$ cat config.mk
export PLATFORM = sky130hd
export DESIGN_NAME = count_monitor
export DESIGN_NICKNAME = d
export VERILOG_FILES = /design/src/rtl/count_monitor_pkg.sv /design/src/rtl/event_fifo.sv /design/src/rtl/count_monitor.sv
export SDC_FILE = /design/constraint.sdc
export NUM_CORES = 1
export LEC_CHECK = 0
export BUFFER_PORTS_ARGS = -buffer_cell sky130_fd_sc_hd__buf_4
export CORE_ASPECT_RATIO = 0.75
export CORE_MARGIN = 2
export CORE_UTILIZATION = 58
export CTS_BUF_LIST = sky130_fd_sc_hd__clkbuf_8
export CTS_CLUSTER_SIZE = 12
export DETAILED_ROUTE_END_ITERATION = 8
export PLACE_DENSITY = 0.82
export SETUP_SLACK_MARGIN = 0.05
export SLEW_MARGIN = 25
export SYNTH_ARGS = -nofsm -noshare
export SYNTH_HDL_FRONTEND = slang
export SYNTH_SLANG_ARGS = --single-unit
$ cat constraint.sdc
create_clock -name clock -period 5.9 [get_ports clock]
set_input_delay 0.295 -clock clock [delete_from_list [all_inputs] [get_ports clock]]
set_output_delay 0.295 -clock clock [all_outputs]
set_load 0.03 [all_outputs]
$ cat src/rtl/count_monitor_pkg.sv
// Shared constants for count_monitor: counter width, event record layout, match FSM states.
package count_monitor_pkg;

  localparam int COUNT_W   = 4;
  localparam int FLAG_W    = 3;

  // Flag bit positions within the 3-bit flag field of an event record
  localparam int CLR_BIT   = 2;
  localparam int WRAP_BIT  = 1;
  localparam int MATCH_BIT = 0;

  // Record layout: {flags[FLAG_W-1:0], wraps[WRAP_W-1:0]}
  localparam int WRAPS_LSB = 0;

  function automatic int flags_lsb(input int wrap_w);
    return WRAPS_LSB + wrap_w;
  endfunction

  typedef enum logic {IDLE, ARMED} match_state_t;

endpackage

$ cat src/rtl/event_fifo.sv
// Generic synchronous FIFO, registered write, combinational head read (zero when empty).
// Push while full is accepted only if a pop happens in the same cycle; otherwise the caller sees full.
module event_fifo #(
  parameter int WIDTH = 8,
  parameter int DEPTH = 4
) (
  input  logic             clock,
  input  logic             clear_n,
  input  logic             push,
  input  logic [WIDTH-1:0] push_data,
  input  logic             pop,
  output logic [WIDTH-1:0] pop_data,
  output logic             full,
  output logic             empty
);

  localparam int AW = $clog2(DEPTH);

  logic [AW:0]      wr_ptr;
  logic [AW:0]      rd_ptr;
  logic [WIDTH-1:0] mem [DEPTH];
  logic             wr_en;
  logic             rd_en;

  assign empty = (wr_ptr == rd_ptr);
  assign full  = (wr_ptr[AW] != rd_ptr[AW]) && (wr_ptr[AW-1:0] == rd_ptr[AW-1:0]);
  assign rd_en = pop && !empty;
  assign wr_en = push && (!full || rd_en);

  assign pop_data = empty ? '0 : mem[rd_ptr[AW-1:0]];

  always_ff @(posedge clock or negedge clear_n) begin
    if (!clear_n) begin
      wr_ptr <= '0;
      rd_ptr <= '0;
    end else begin
      if (wr_en) wr_ptr <= wr_ptr + {{AW{1'b0}}, 1'b1};
      if (rd_en) rd_ptr <= rd_ptr + {{AW{1'b0}}, 1'b1};
    end
  end

  always_ff @(posedge clock) begin
    if (wr_en) mem[wr_ptr[AW-1:0]] <= push_data;
  end

endmodule

$ cat src/rtl/count_monitor.sv
// Extends a 4-bit counter with a wrap count and queues clear/wrap/match events; one-cycle latency.
// Events drain over evt_valid/evt_ready; a push into a full FIFO with no pop is dropped and sets sticky overrun. Match logic: COUNT_MONITOR_MATCH_EN.
module count_monitor
  import count_monitor_pkg::*;
#(
  parameter int WRAP_W = 12,
  parameter int DEPTH  = 4
) (
  input  logic                      clock,
  input  logic                      clear_n,
  input  logic [COUNT_W-1:0]        count_in,
  input  logic [COUNT_W-1:0]        match_val,
  input  logic                      arm,
  output logic [WRAP_W+COUNT_W-1:0] ext_count,
  output logic [WRAP_W-1:0]         wraps,
  output logic                      evt_valid,
  input  logic                      evt_ready,
  output logic [WRAP_W+FLAG_W-1:0]  evt_data,
  output logic                      overrun,
  output logic                      armed
);

  localparam int FLAGS_LSB = flags_lsb(WRAP_W);

  logic [COUNT_W-1:0]       prev;
  logic [WRAP_W-1:0]        wraps_nxt;
  logic [WRAP_W+FLAG_W-1:0] record;
  logic                     wrap_det;
  logic                     clr_det;
  logic                     match_det;
  logic                     push;
  logic                     pop;
  logic                     full;
  logic                     empty;

  assign wrap_det = (prev == {COUNT_W{1'b1}}) && (count_in == '0);
  assign clr_det  = (count_in == '0) && (prev != '0) && (prev != {COUNT_W{1'b1}});

`ifdef COUNT_MONITOR_MATCH_EN
  match_state_t state;
  match_state_t state_nxt;

  // count_in != prev keeps the value present at arm time from matching
  assign match_det = (state == ARMED) && (count_in != prev) && (count_in == match_val);
  assign armed     = (state == ARMED);

  always_ff @(posedge clock or negedge clear_n) begin
    if (!clear_n) state <= IDLE;
    else          state <= state_nxt;
  end

  always_comb begin
    state_nxt = state;
    case (state)
      IDLE:    if (arm)       state_nxt = ARMED;
      ARMED:   if (match_det) state_nxt = IDLE;
      default: state_nxt = IDLE;
    endcase
  end
`else
  logic unused_match_inputs;
  assign unused_match_inputs = ^{arm, match_val};
  assign match_det = 1'b0;
  assign armed     = 1'b0;
`endif

  always_comb begin
    wraps_nxt = wraps;
    if (clr_det)       wraps_nxt = '0;
    else if (wrap_det) wraps_nxt = wraps + {{(WRAP_W-1){1'b0}}, 1'b1};
  end

  always_comb begin
    record = '0;
    record[WRAPS_LSB +: WRAP_W]        = wraps_nxt;
    record[FLAGS_LSB + CLR_BIT]   = clr_det;
    record[FLAGS_LSB + WRAP_BIT]  = wrap_det;
    record[FLAGS_LSB + MATCH_BIT] = match_det;
  end

  assign push      = wrap_det || clr_det || match_det;
  assign evt_valid = !empty;
  assign pop       = evt_valid && evt_ready;
  assign ext_count = {wraps, prev};

  always_ff @(posedge clock or negedge clear_n) begin
    if (!clear_n) begin
      prev    <= '0;
      wraps   <= '0;
      overrun <= 1'b0;
    end else begin
      prev  <= count_in;
      wraps <= wraps_nxt;
      if (push && full && !pop) overrun <= 1'b1;
    end
  end

  event_fifo #(
    .WIDTH (WRAP_W + FLAG_W),
    .DEPTH (DEPTH)
  ) u_event_fifo (
    .clock     (clock),
    .clear_n   (clear_n),
    .push      (push),
    .push_data (record),
    .pop       (pop),
    .pop_data  (evt_data),
    .full      (full),
    .empty     (empty)
  );

endmodule

==> results of run 1 <==
-- sequential cells by signal, summed over array words and instances, names as in the netlist --
signal,cells
overrun,1
prev,4
u_event_fifo.mem,56
u_event_fifo.rd_ptr,3
u_event_fifo.wr_ptr,3
wraps,12
-- repair_timing --
| item | CTS | global route |
|---|---|---|
| gates resized for setup | 0 | 0 |
| endpoints found under the hold margin | 23 | 0 |
| hold buffers | 1 | 0 |
-- kinds of logic (layout without fill, tap and decap cells) --
logic type,count (synthesis),after routing
other,1,2
buffers and inverters,24,71
adders and majority gates,6,6
DFF,79,79
and+or+nand+nor,60,60
xor gates and xnor gates,13,13
muxes,19,19
AOI/OAI and AO/OA,8,8
-- cells in the final DEF (no fill, tap or decap), types with 2 or more instances in the layout --
master | synthesis | final
edfxtp_1 | 56 | 56
buf_4 | 14 | 51
dfrtp_1 | 23 | 22
mux4_2 | 14 | 14
nor2b_1 | 14 | 14
nor2_1 | 11 | 11
clkbuf_8 | 0 | 9
xnor2_1 | 8 | 8
nand2_1 | 6 | 6
nand3_1 | 6 | 6
ha_1 | 6 | 6
xor2_1 | 5 | 5
inv_1 | 3 | 4
nand4_1 | 4 | 4
and2_1 | 4 | 4
o21ai_0 | 3 | 3
nor4_1 | 3 | 3
a21oi_1 | 2 | 2
mux2i_1 | 2 | 2
mux2_2 | 2 | 2
conb_1 | 1 | 2
clkinvlp_4 | 0 | 2
clkinv_2 | 0 | 2
bufinv_16 | 0 | 2
-- per-stage QoR --
stage                     cell area [um2]  setup slack [ns]
after detailed placement             3740              2.93
after global routing                 3960              2.96
after CTS                            3960              2.91
after floorplan                      3400              3.92
final                                3960              3.21
after global placement               3740              3.04
-- worst max-delay path, cell delays in order, from the launching register on --
cell and delay, ns:
dfrtp_1 0.87, xnor2_1 0.21, and3b_1 0.66, nor2b_1 0.11, buf_4 0.20
-- layer usage --
| metal | up-vias | GRT usage |
|---|---|---|
| met5 | - | 0 |
| met4 | 0 | 0.0547 |
| met3 | 6 | 0.0777 |
| met2 | 53 | 0.328 |
| met1 | 919 | 0.286 |
| li1 | 857 | - |
-- final cells by class --
cell class,instances,area [um2],share of cell area
Clock buffer,9,124,0.0313
Timing Repair Buffer,52,393,0.0992
Tap cell,78,97.6,0.0246
Multi-Input combinational cell,108,987,0.249
Inverter,3,11.3,0.00284
Clock inverter,7,88.8,0.0224
Sequential cell,79,2260,0.570
-- final timing paths --
| kind | to | slack, ns | cells after the start |
|---|---|---|---|
| min reg2reg | overrun | 0.49 | 1 |
| max reg2reg | u_event_fifo.mem[2][4] | 3.27 | 4 |
| min | prev[2] | 0.08 | 1 |
| max in group asynchronous | u_event_fifo.rd_ptr[0] | 5.26 | 2 |
| max | evt_data[14] | 3.21 | 4 |
| min in group asynchronous | u_event_fifo.rd_ptr[1] | 0.38 | 2 |
-- power by group through the flow --
stage	sequential, W	clock, W	combinational (W)
after detailed placement	0.000732	0	0.000672
after CTS	0.000719	0.000425	0.000675
final	0.000717	0.000421	0.000664
after global placement	0.000730	0	0.000662
after global routing	0.000731	0.000450	0.000713
after floorplan	0.000681	0	0.000509
==> flow_summary.toml, run 1 <==
[outcome]
outcome = "completed"

[route]
dr.first_iter.drc_count = 143
drc_errors = 0
vias_per_cell = 5.46
wl_met2_um = 3010
wl_per_cell_um = 18.1
wl_met1_um = 2690
top_layer = "met4"
vias = 1835
ant_nets = 0
finalWirelength_um = 6080
dr.pass1.iters = 4
route.met3.wl_um = 324

[finish]
final_cells = 336
post-route-util = 0.690
fillCellCount = 393
drive_above_1_share = 0.341
diodes = 0
area_growth_pct = 16.7
finish.net_count = 271

[synthesis]
synth_adder_area_share = 0.0221
async_flop_share = 0.291
yosysTopAreaCell = "edfxtp_1"
avgSynthCellArea_um2 = 16.2
synth_seq_area_share = 0.665
synth_ff_type = "edfxtp_1"
synth_top_area_frac = 0.495
syn_inst = 210
synthMuxAreaShare = 0.109
ys_types = 40
syn-cell-area_um2 = 3390
yosysMostFrequentCell = "edfxtp_1"
synth_commonest_cells = "edfxtp_1 (56), dfrtp_1 (23), buf_4 (14), mux4_2 (14), nor2b_1 (14)"
synth_top_family_by_area = "simple AND/OR/NAND/NOR gates"
synth_simple_gate_area_share = 0.109
ys_seq_elements = 79
synth_xor_area_frac = 0.0335
ys_top_cells_by_area = "edfxtp_1 (50%), dfrtp_1 (17%), mux4_2 (9.3%)"
synth_edf_count = 56
yosys_warnings = 0
synth_compound_area_frac = 0.0151

[critical_path]
rr_startpoint = "u_event_fifo.rd_ptr[1]"
critPathKind = "flop to primary output"
arrival_ns = 2.39
required_ns = 5.61
crit_start = "u_event_fifo.rd_ptr[1]"
worst_setup_path_start_kind = "flop"
cp_max_fo = 17
setup.worst_path.end_class = "primary output"

[die]
start_util = 0.592
core_region_area_um2 = 5740
rows = 24
fp.dieW_um = 92.3
die_y_um = 70.3
die_area_um2 = 6490
ios = 58

[hold_path]
min_from = "count_in[2]"
min_path_type = "input pin to flop"

[global_route]
grt_max_degree = 24
grt_antenna_before_repair = 0
gr-total-overflow = 0
gr-usage-all-layers = 0.211
grt_pass1_wl_um = 9740
grt_pass1_vias = 1791

[cts]
cts_htree_levels = 3
path_clk_slew_ns = 0.07
postCtsSetupRepairBufs = 0
cts-root-buf = "clkbuf_8"
cts_buffers = 9
clock_path_buffers = 2
cts_tree = "built"
clock_latency_ns = 0.34
clkSinkCount = 79

[power_and_ir_drop]
p_leak_nw = 1.55
powerDensity_nw_per_um2 = 455
fin_total_pwr_w = 0.00180
power_frac_seq = 0.398
power_switching_w = 0.000634
swShare = 0.352
peakVddDrop_mv = 0.263
intPower_w = 0.00117
clkPwrFrac = 0.233
combPwrFrac = 0.368

[timing]
finalHoldViolCount = 0
worst_slew_pin_slew_ns = 0.804
setup_tns_ns = 0
max_slew_margin = 0.464
max_freq_ghz = 0.372
finalCritPeriodShare = 0.456
period_minus_slack_ns = 2.69
timing.hold.ws_ns = 0.0826
fin_skew_ns = 0.00517
rsz0062_at_grt = "false"
setup_violations = 0
drv_slew = 0

[placed_design]
place_congestion = 0.832
port-buffer-count = 50
dp.cells = 319
dp_hpwl_um = 4000

[job]
cap_violations = 0
Note: power is estimated with default switching activity, not from simulation.
==> run 2, diff against run 1 <==
--- a/config.mk
+++ b/config.mk
@@ -5,14 +5,15 @@
 export SDC_FILE = /design/constraint.sdc
 export NUM_CORES = 1
 export LEC_CHECK = 0
+export ABC_AREA = 1
 export BUFFER_PORTS_ARGS = -buffer_cell sky130_fd_sc_hd__buf_4
 export CORE_ASPECT_RATIO = 0.75
 export CORE_MARGIN = 2
-export CORE_UTILIZATION = 58
+export CORE_UTILIZATION = 53
 export CTS_BUF_LIST = sky130_fd_sc_hd__clkbuf_8
 export CTS_CLUSTER_SIZE = 12
 export DETAILED_ROUTE_END_ITERATION = 8
-export PLACE_DENSITY = 0.82
+export PLACE_DENSITY = 0.79
 export SETUP_SLACK_MARGIN = 0.05
 export SLEW_MARGIN = 25
 export SYNTH_ARGS = -nofsm -noshare
==> constraint.sdc (replaced) <==
create_clock -name clock -period 2.3 [get_ports clock]
set_input_delay 0.115 -clock clock [delete_from_list [all_inputs] [get_ports clock]]
set_output_delay 0.115 -clock clock [all_outputs]
set_load 0.03 [all_outputs]
==> run 2 against run 1 <==
Against the previous run:
- clock skew rose by 0.0038 ns
- setup slack got worse by 2.9 ns
- final area rose by 6.5%
- clock-buffer cell count did not move
- largest power group is now combinational cells
- critical endpoint is now evt_data[9]
==> flow_summary.toml, run 2 <==
[timing]
setup_ws_ns = 0.288
finalHoldViolCount = 0
drv_slew = 0
max_freq_ghz = 0.497
worst_slew_pin_slew_ns = 0.500
fin_skew_ns = 0.00902
finalCritPeriodShare = 0.875
setup_tns_ns = 0
max_slew_margin = 0.667
rsz0062_at_grt = "false"
setup_violations = 0
period_minus_slack_ns = 2.01

[die]
fp.dieW_um = 99.1
die_area_um2 = 7460
core_region_area_um2 = 6440
start_util = 0.558
ios = 58
die_y_um = 75.3
rows = 25

[critical_path]
required_ns = 2.18
critPathKind = "flop to primary output"
setup.worst_path.end_class = "primary output"
worst_setup_path_start_kind = "flop"
arrival_ns = 1.90
cp_max_fo = 28

[synthesis]
ys_types = 33
async_flop_share = 0.291
avgSynthCellArea_um2 = 11.2
yosysMostFrequentCell = "edfxtp_1"
synth_adder_area_share = 0.0209
yosys_warnings = 0
synth_top_area_frac = 0.468
synth_simple_gate_area_share = 0.137
synth_seq_area_share = 0.628
synthMuxAreaShare = 0.0390
synth_commonest_cells = "edfxtp_1 (56), nand2_1 (55), inv_1 (35)"
synth_xor_area_frac = 0.0171
synth_compound_area_frac = 0.0665
synth_edf_count = 56
synth_top_family_by_area = "simple AND/OR/NAND/NOR gates"
ys_top_cells_by_area = "edfxtp_1 (47%), dfrtp_1 (16%), nand2_1 (5.7%)"
syn-cell-area_um2 = 3590
yosysTopAreaCell = "edfxtp_1"
synth_ff_type = "edfxtp_1"
ys_seq_elements = 79
syn_inst = 322

[finish]
diodes = 0
postLayoutCellArea_um2 = 4220
area_growth_pct = 17.3
final_cells = 458
drive_above_1_share = 0.228
largest_reg_flops = 56
final_common_cell = "buf_4"
post-route-util = 0.654
final_cell_mix = "buf_4 (57), edfxtp_1 (56), nand2_1 (55), inv_1 (35), nor2_1 (32)"
finish.net_count = 390

[placed_design]
dp.cells = 437
dp_slack_ns = 0.519
place_congestion = 0.856
placed_area_um2 = 3950
dp_hpwl_um = 4280
port-buffer-count = 50

[hold_path]
min_path_type = "input pin to flop"

[route]
finalWirelength_um = 6600
wl_per_cell_um = 14.4
vias = 2364
drc_errors = 0
dr.pass1.iters = 4
dr.first_iter.drc_count = 154
ant_nets = 0
vias_per_cell = 5.16

[global_route]
grt_max_degree = 31
grt_antenna_before_repair = 0
gr-usage-all-layers = 0.192
grt_pass1_wl_um = 10600
gr-total-overflow = 0
grt_pass1_vias = 2168

[power_and_ir_drop]
peakVddDrop_mv = 0.473
powerDensity_nw_per_um2 = 1140
p_leak_nw = 1.87

[cts]
postCtsSetupRepairBufs = 0
clock_latency_ns = 0.34
path_clk_slew_ns = 0.08
cts.repair.resized = 0
cts_buffers = 9
cts_tree = "built"
cts-root-buf = "clkbuf_8"
clock_path_buffers = 2
cts_htree_levels = 3
clkSinkCount = 79

[outcome]
outcome = "completed"

[job]
cap_violations = 0
## run 2: changes by cell type after synthesis, moves of 7 or more
cell     change
nand2_1     +49
inv_1       +32
nor2_1      +21
mux4_2      -14
nor2b_1     -14
o22ai_1     +14
mux2i_1     +12
o21ai_0      +7
o21ai_1      +7
xnor2_1      -7
## run 2: timing repair
item	CTS	global route
endpoints found under the hold margin	27	0
endpoints found under the setup margin	0	0
hold buffers	5	0
## run 2: worst max-delay path, stage by stage, from the launching register on
cell,delay [ns]
dfrtp_1,0.46
buf_4,0.38
o21ai_0,0.18
o22ai_1,0.23
nand2_1,0.08
inv_1,0.06
buf_4,0.15
## run 2: final cells by class
cell class,count,area [um2]
clock buffers,9,124
clock inverters,7,97.6
fillers,504,2230
inverters,38,143
multi-input cells,182,1020
flip-flops and latches,79,2260
well taps,81,101
repair buffers,62,478
## run 2: logic make-up after synthesis
group | count (synthesis)
AND/OR/NAND/NOR | 113
flip-flops | 79
buffers and inverters | 62
AO/OA/AOI/OAI | 40
multiplexers | 14
XOR/XNOR | 7
adder cells (fa/ha/maj) | 6
other | 1
## run 2: worst paths after layout
check | end | start | slack, ns | cells after the start
setup / recovery | evt_data[9] | u_event_fifo.rd_ptr[0] | 0.29 | 6
hold / removal | u_event_fifo.rd_ptr[2] | evt_ready | 0.04 | 3
setup reg to reg | u_event_fifo.mem[3][11] | prev[2] | 0.49 | 8
hold reg to reg | overrun | overrun | 0.48 | 1
max in group asynchronous | wraps[8] | clear_n | 1.87 | 2
min in group asynchronous | prev[0] | clear_n | 0.20 | 2
## run 2: layer usage
metal	vias up	GRT usage	part of all wire
met5	-	0	0
met1	1125	0.265	0.48
met2	69	0.310	0.46
met4	0	0.0563	0.0089
li1	1165	-	-
met3	5	0.0477	0.052
## run 2: where the power goes
part / switching (W) / internal (W) / total (W) / leakage (nW)
clock: 0.000492 / 0.000612 / 0.00110 / 0.107
sequential: 0.0000901 / 0.00162 / 0.00171 / 0.817
combinational: 0.00128 / 0.000698 / 0.00198 / 0.949
## run 2: metrics by stage
step | total power [W] | hold slack [ns]
2_1_floorplan | 0.00318 | -0.181
4_1_cts | 0.00485 | 0.0256
5_1_grt | 0.00508 | 0.0273
3_5_place_dp | 0.00373 | 0.0267
3_3_place_gp | 0.00371 | 0.0265
6_report | 0.00480 | 0.0362
==> run 3, diff against run 2 <==
--- a/config.mk
+++ b/config.mk
@@ -5,15 +5,13 @@
 export SDC_FILE = /design/constraint.sdc
 export NUM_CORES = 1
 export LEC_CHECK = 0
-export ABC_AREA = 1
 export BUFFER_PORTS_ARGS = -buffer_cell sky130_fd_sc_hd__buf_4
 export CORE_ASPECT_RATIO = 0.75
 export CORE_MARGIN = 2
-export CORE_UTILIZATION = 53
-export CTS_BUF_LIST = sky130_fd_sc_hd__clkbuf_8
+export CORE_UTILIZATION = 35
+export CTS_BUF_LIST = sky130_fd_sc_hd__clkbuf_16
 export CTS_CLUSTER_SIZE = 12
 export DETAILED_ROUTE_END_ITERATION = 8
-export PLACE_DENSITY = 0.79
 export SETUP_SLACK_MARGIN = 0.05
 export SLEW_MARGIN = 25
 export SYNTH_ARGS = -nofsm -noshare
==> run 3 against run 2 <==
Against the previous run:
- global-route usage shrank 5.0 points
- power grew 5.2%
- largest cell class unchanged
- highest routed layer unchanged
- critical path depth is the same
- combinational power shrank 7%
- die area grew 41%
- clock skew shrank 0.0031 ns
==> flow_summary.toml, run 3 (same netlist as run 1, synthesis figures left out) <==
[route]
dr.pass1.iters = 4
finalWirelength_um = 6910
ant_nets = 0
dr.first_iter.drc_count = 73
drc_errors = 0
vias = 1920
vias_per_cell = 4.71
wl_per_cell_um = 16.9

[timing]
finalCritPeriodShare = 0.925
max_slew_margin = 0.638
drv_slew = 0
max_freq_ghz = 0.470
finalHoldViolCount = 0
period_minus_slack_ns = 2.13
rsz0062_at_grt = "false"
fin_skew_ns = 0.00590
setup_tns_ns = 0
setup_violations = 0
worst_slew_pin_slew_ns = 0.537

[die]
start_util = 0.356
die_area_um2 = 10500
die_y_um = 89.3
rows = 31
ios = 58
core_region_area_um2 = 9540
fp.dieW_um = 118

[power_and_ir_drop]
peakVddDrop_mv = 0.577
p_leak_nw = 1.69
powerDensity_nw_per_um2 = 1170

[global_route]
use_met3 = 0.0376
grt_max_degree = 24
use_met1 = 0.193
gr-total-overflow = 0
top_usage_layer = "met2"
gr-usage-all-layers = 0.141
met2_usage = 0.220
grt_antenna_before_repair = 0
grt_pass1_vias = 1922
grt_pass1_wl_um = 10800

[hold_path]
min_path_type = "input pin to flop"
min_from = "evt_ready"

[job]
cap_violations = 0

[critical_path]
rr_startpoint = "prev[3]"
required_ns = 2.41
r2r_setup_slack_ns = 0.32
arrival_ns = 2.24
critPathKind = "input pin to flop"
crit_start = "count_in[1]"
worst_setup_path_start_kind = "input pin"
setup.worst_path.end_class = "flop"
cp_max_fo = 6

[finish]
post-route-util = 0.454
drive_above_1_share = 0.377
finish.net_count = 289
largest_reg_flops = 56
diodes = 0
final_common_cell = "buf_4"
final_cell_mix = "buf_4 (62), edfxtp_1 (56), dfrtp_1 (23), mux4_2 (14), nor2b_1 (14)"
area_growth_pct = 27.5

[cts]
clock_latency_ns = 0.33
cts-root-buf = "clkbuf_16"
cts_htree_levels = 3
cts_tree = "built"
clock_path_buffers = 2
path_clk_slew_ns = 0.06
clkSinkCount = 79
cts_buffers = 9

[placed_design]
place_congestion = 0.750
dp_hpwl_um = 4720
port-buffer-count = 50

[outcome]
outcome = "completed"
[run 3: cell types whose count changed in the layout (fill, tap and decap cells not counted), moves of 9 or more]
cell | previous run | this run
clkbuf_16 | 0 | 9
clkbuf_8 | 9 | 0
inv_1 | 35 | 3
mux2i_1 | 14 | 0
mux4_2 | 0 | 14
nand2_1 | 55 | 6
nor2_1 | 32 | 10
nor2b_1 | 0 | 14
o22ai_1 | 14 | 0
[run 3: layout make-up]
type / count / area [um2]
fill: 882 / 5210
sequential: 79 / 2260
multi-input combinational: 108 / 997
timing repair buffer: 70 / 576
clock buffer: 9 / 225
tap: 132 / 165
clock inverter: 7 / 96.3
inverter: 3 / 11.3
[run 3: critical path, cell delays in order]
cell and delay (ns):
dlygate4sd3_1 0.54, buf_4 0.15, or4_4 0.60, nor4_4 0.34
nand3_1 0.16, mux2i_2 0.34
[run 3: layer usage]
layer	vias up	part of all wire	routed length [um]
met5	-	0	0
met3	12	0.051	350
met4	0	0.018	125
met1	964	0.47	3270
li1	895	-	-
met2	49	0.46	3170
[run 3: timing repair]
item | 4_1_cts | 5_1_grt
setup buffers | 0 | 0
hold buffers | 5 | 0
resized for setup | 0 | 3
hold endpoints to repair | 27 | 0
setup endpoints to repair | 0 | 36
[run 3: final timing paths]
path	endpoint	cells past startpoint
min in group asynchronous	prev[1]	2
setup reg to reg	u_event_fifo.mem[1][10]	4
hold reg to reg	u_event_fifo.wr_ptr[2]	1
max in group asynchronous	wraps[9]	2
hold / removal	u_event_fifo.rd_ptr[0]	3
setup / recovery	u_event_fifo.mem[0][11]	6
[run 3: metrics by stage]
step	area [um2]	power [W]	std cells	worst slack (ns)	hold WS, ns
after floorplan	3400	0.00305	211	0.316	-0.181
after global placement	3950	0.00360	387	0.340	0.0381
after detailed placement	3950	0.00361	387	0.316	0.0339
after CTS	4320	0.00513	408	0.113	0.120
after global routing	4330	0.00533	408	0.0909	0.128
final	4330	0.00505	408	0.172	0.118
[run 3: report_power, final]
group	internal, W	switching [W]	total (W)
combinational	0.000791	0.00105	0.00184
clock	0.000951	0.000550	0.00150
sequential	0.00162	0.0000898	0.00171
total	0.00337	0.00169	0.00505
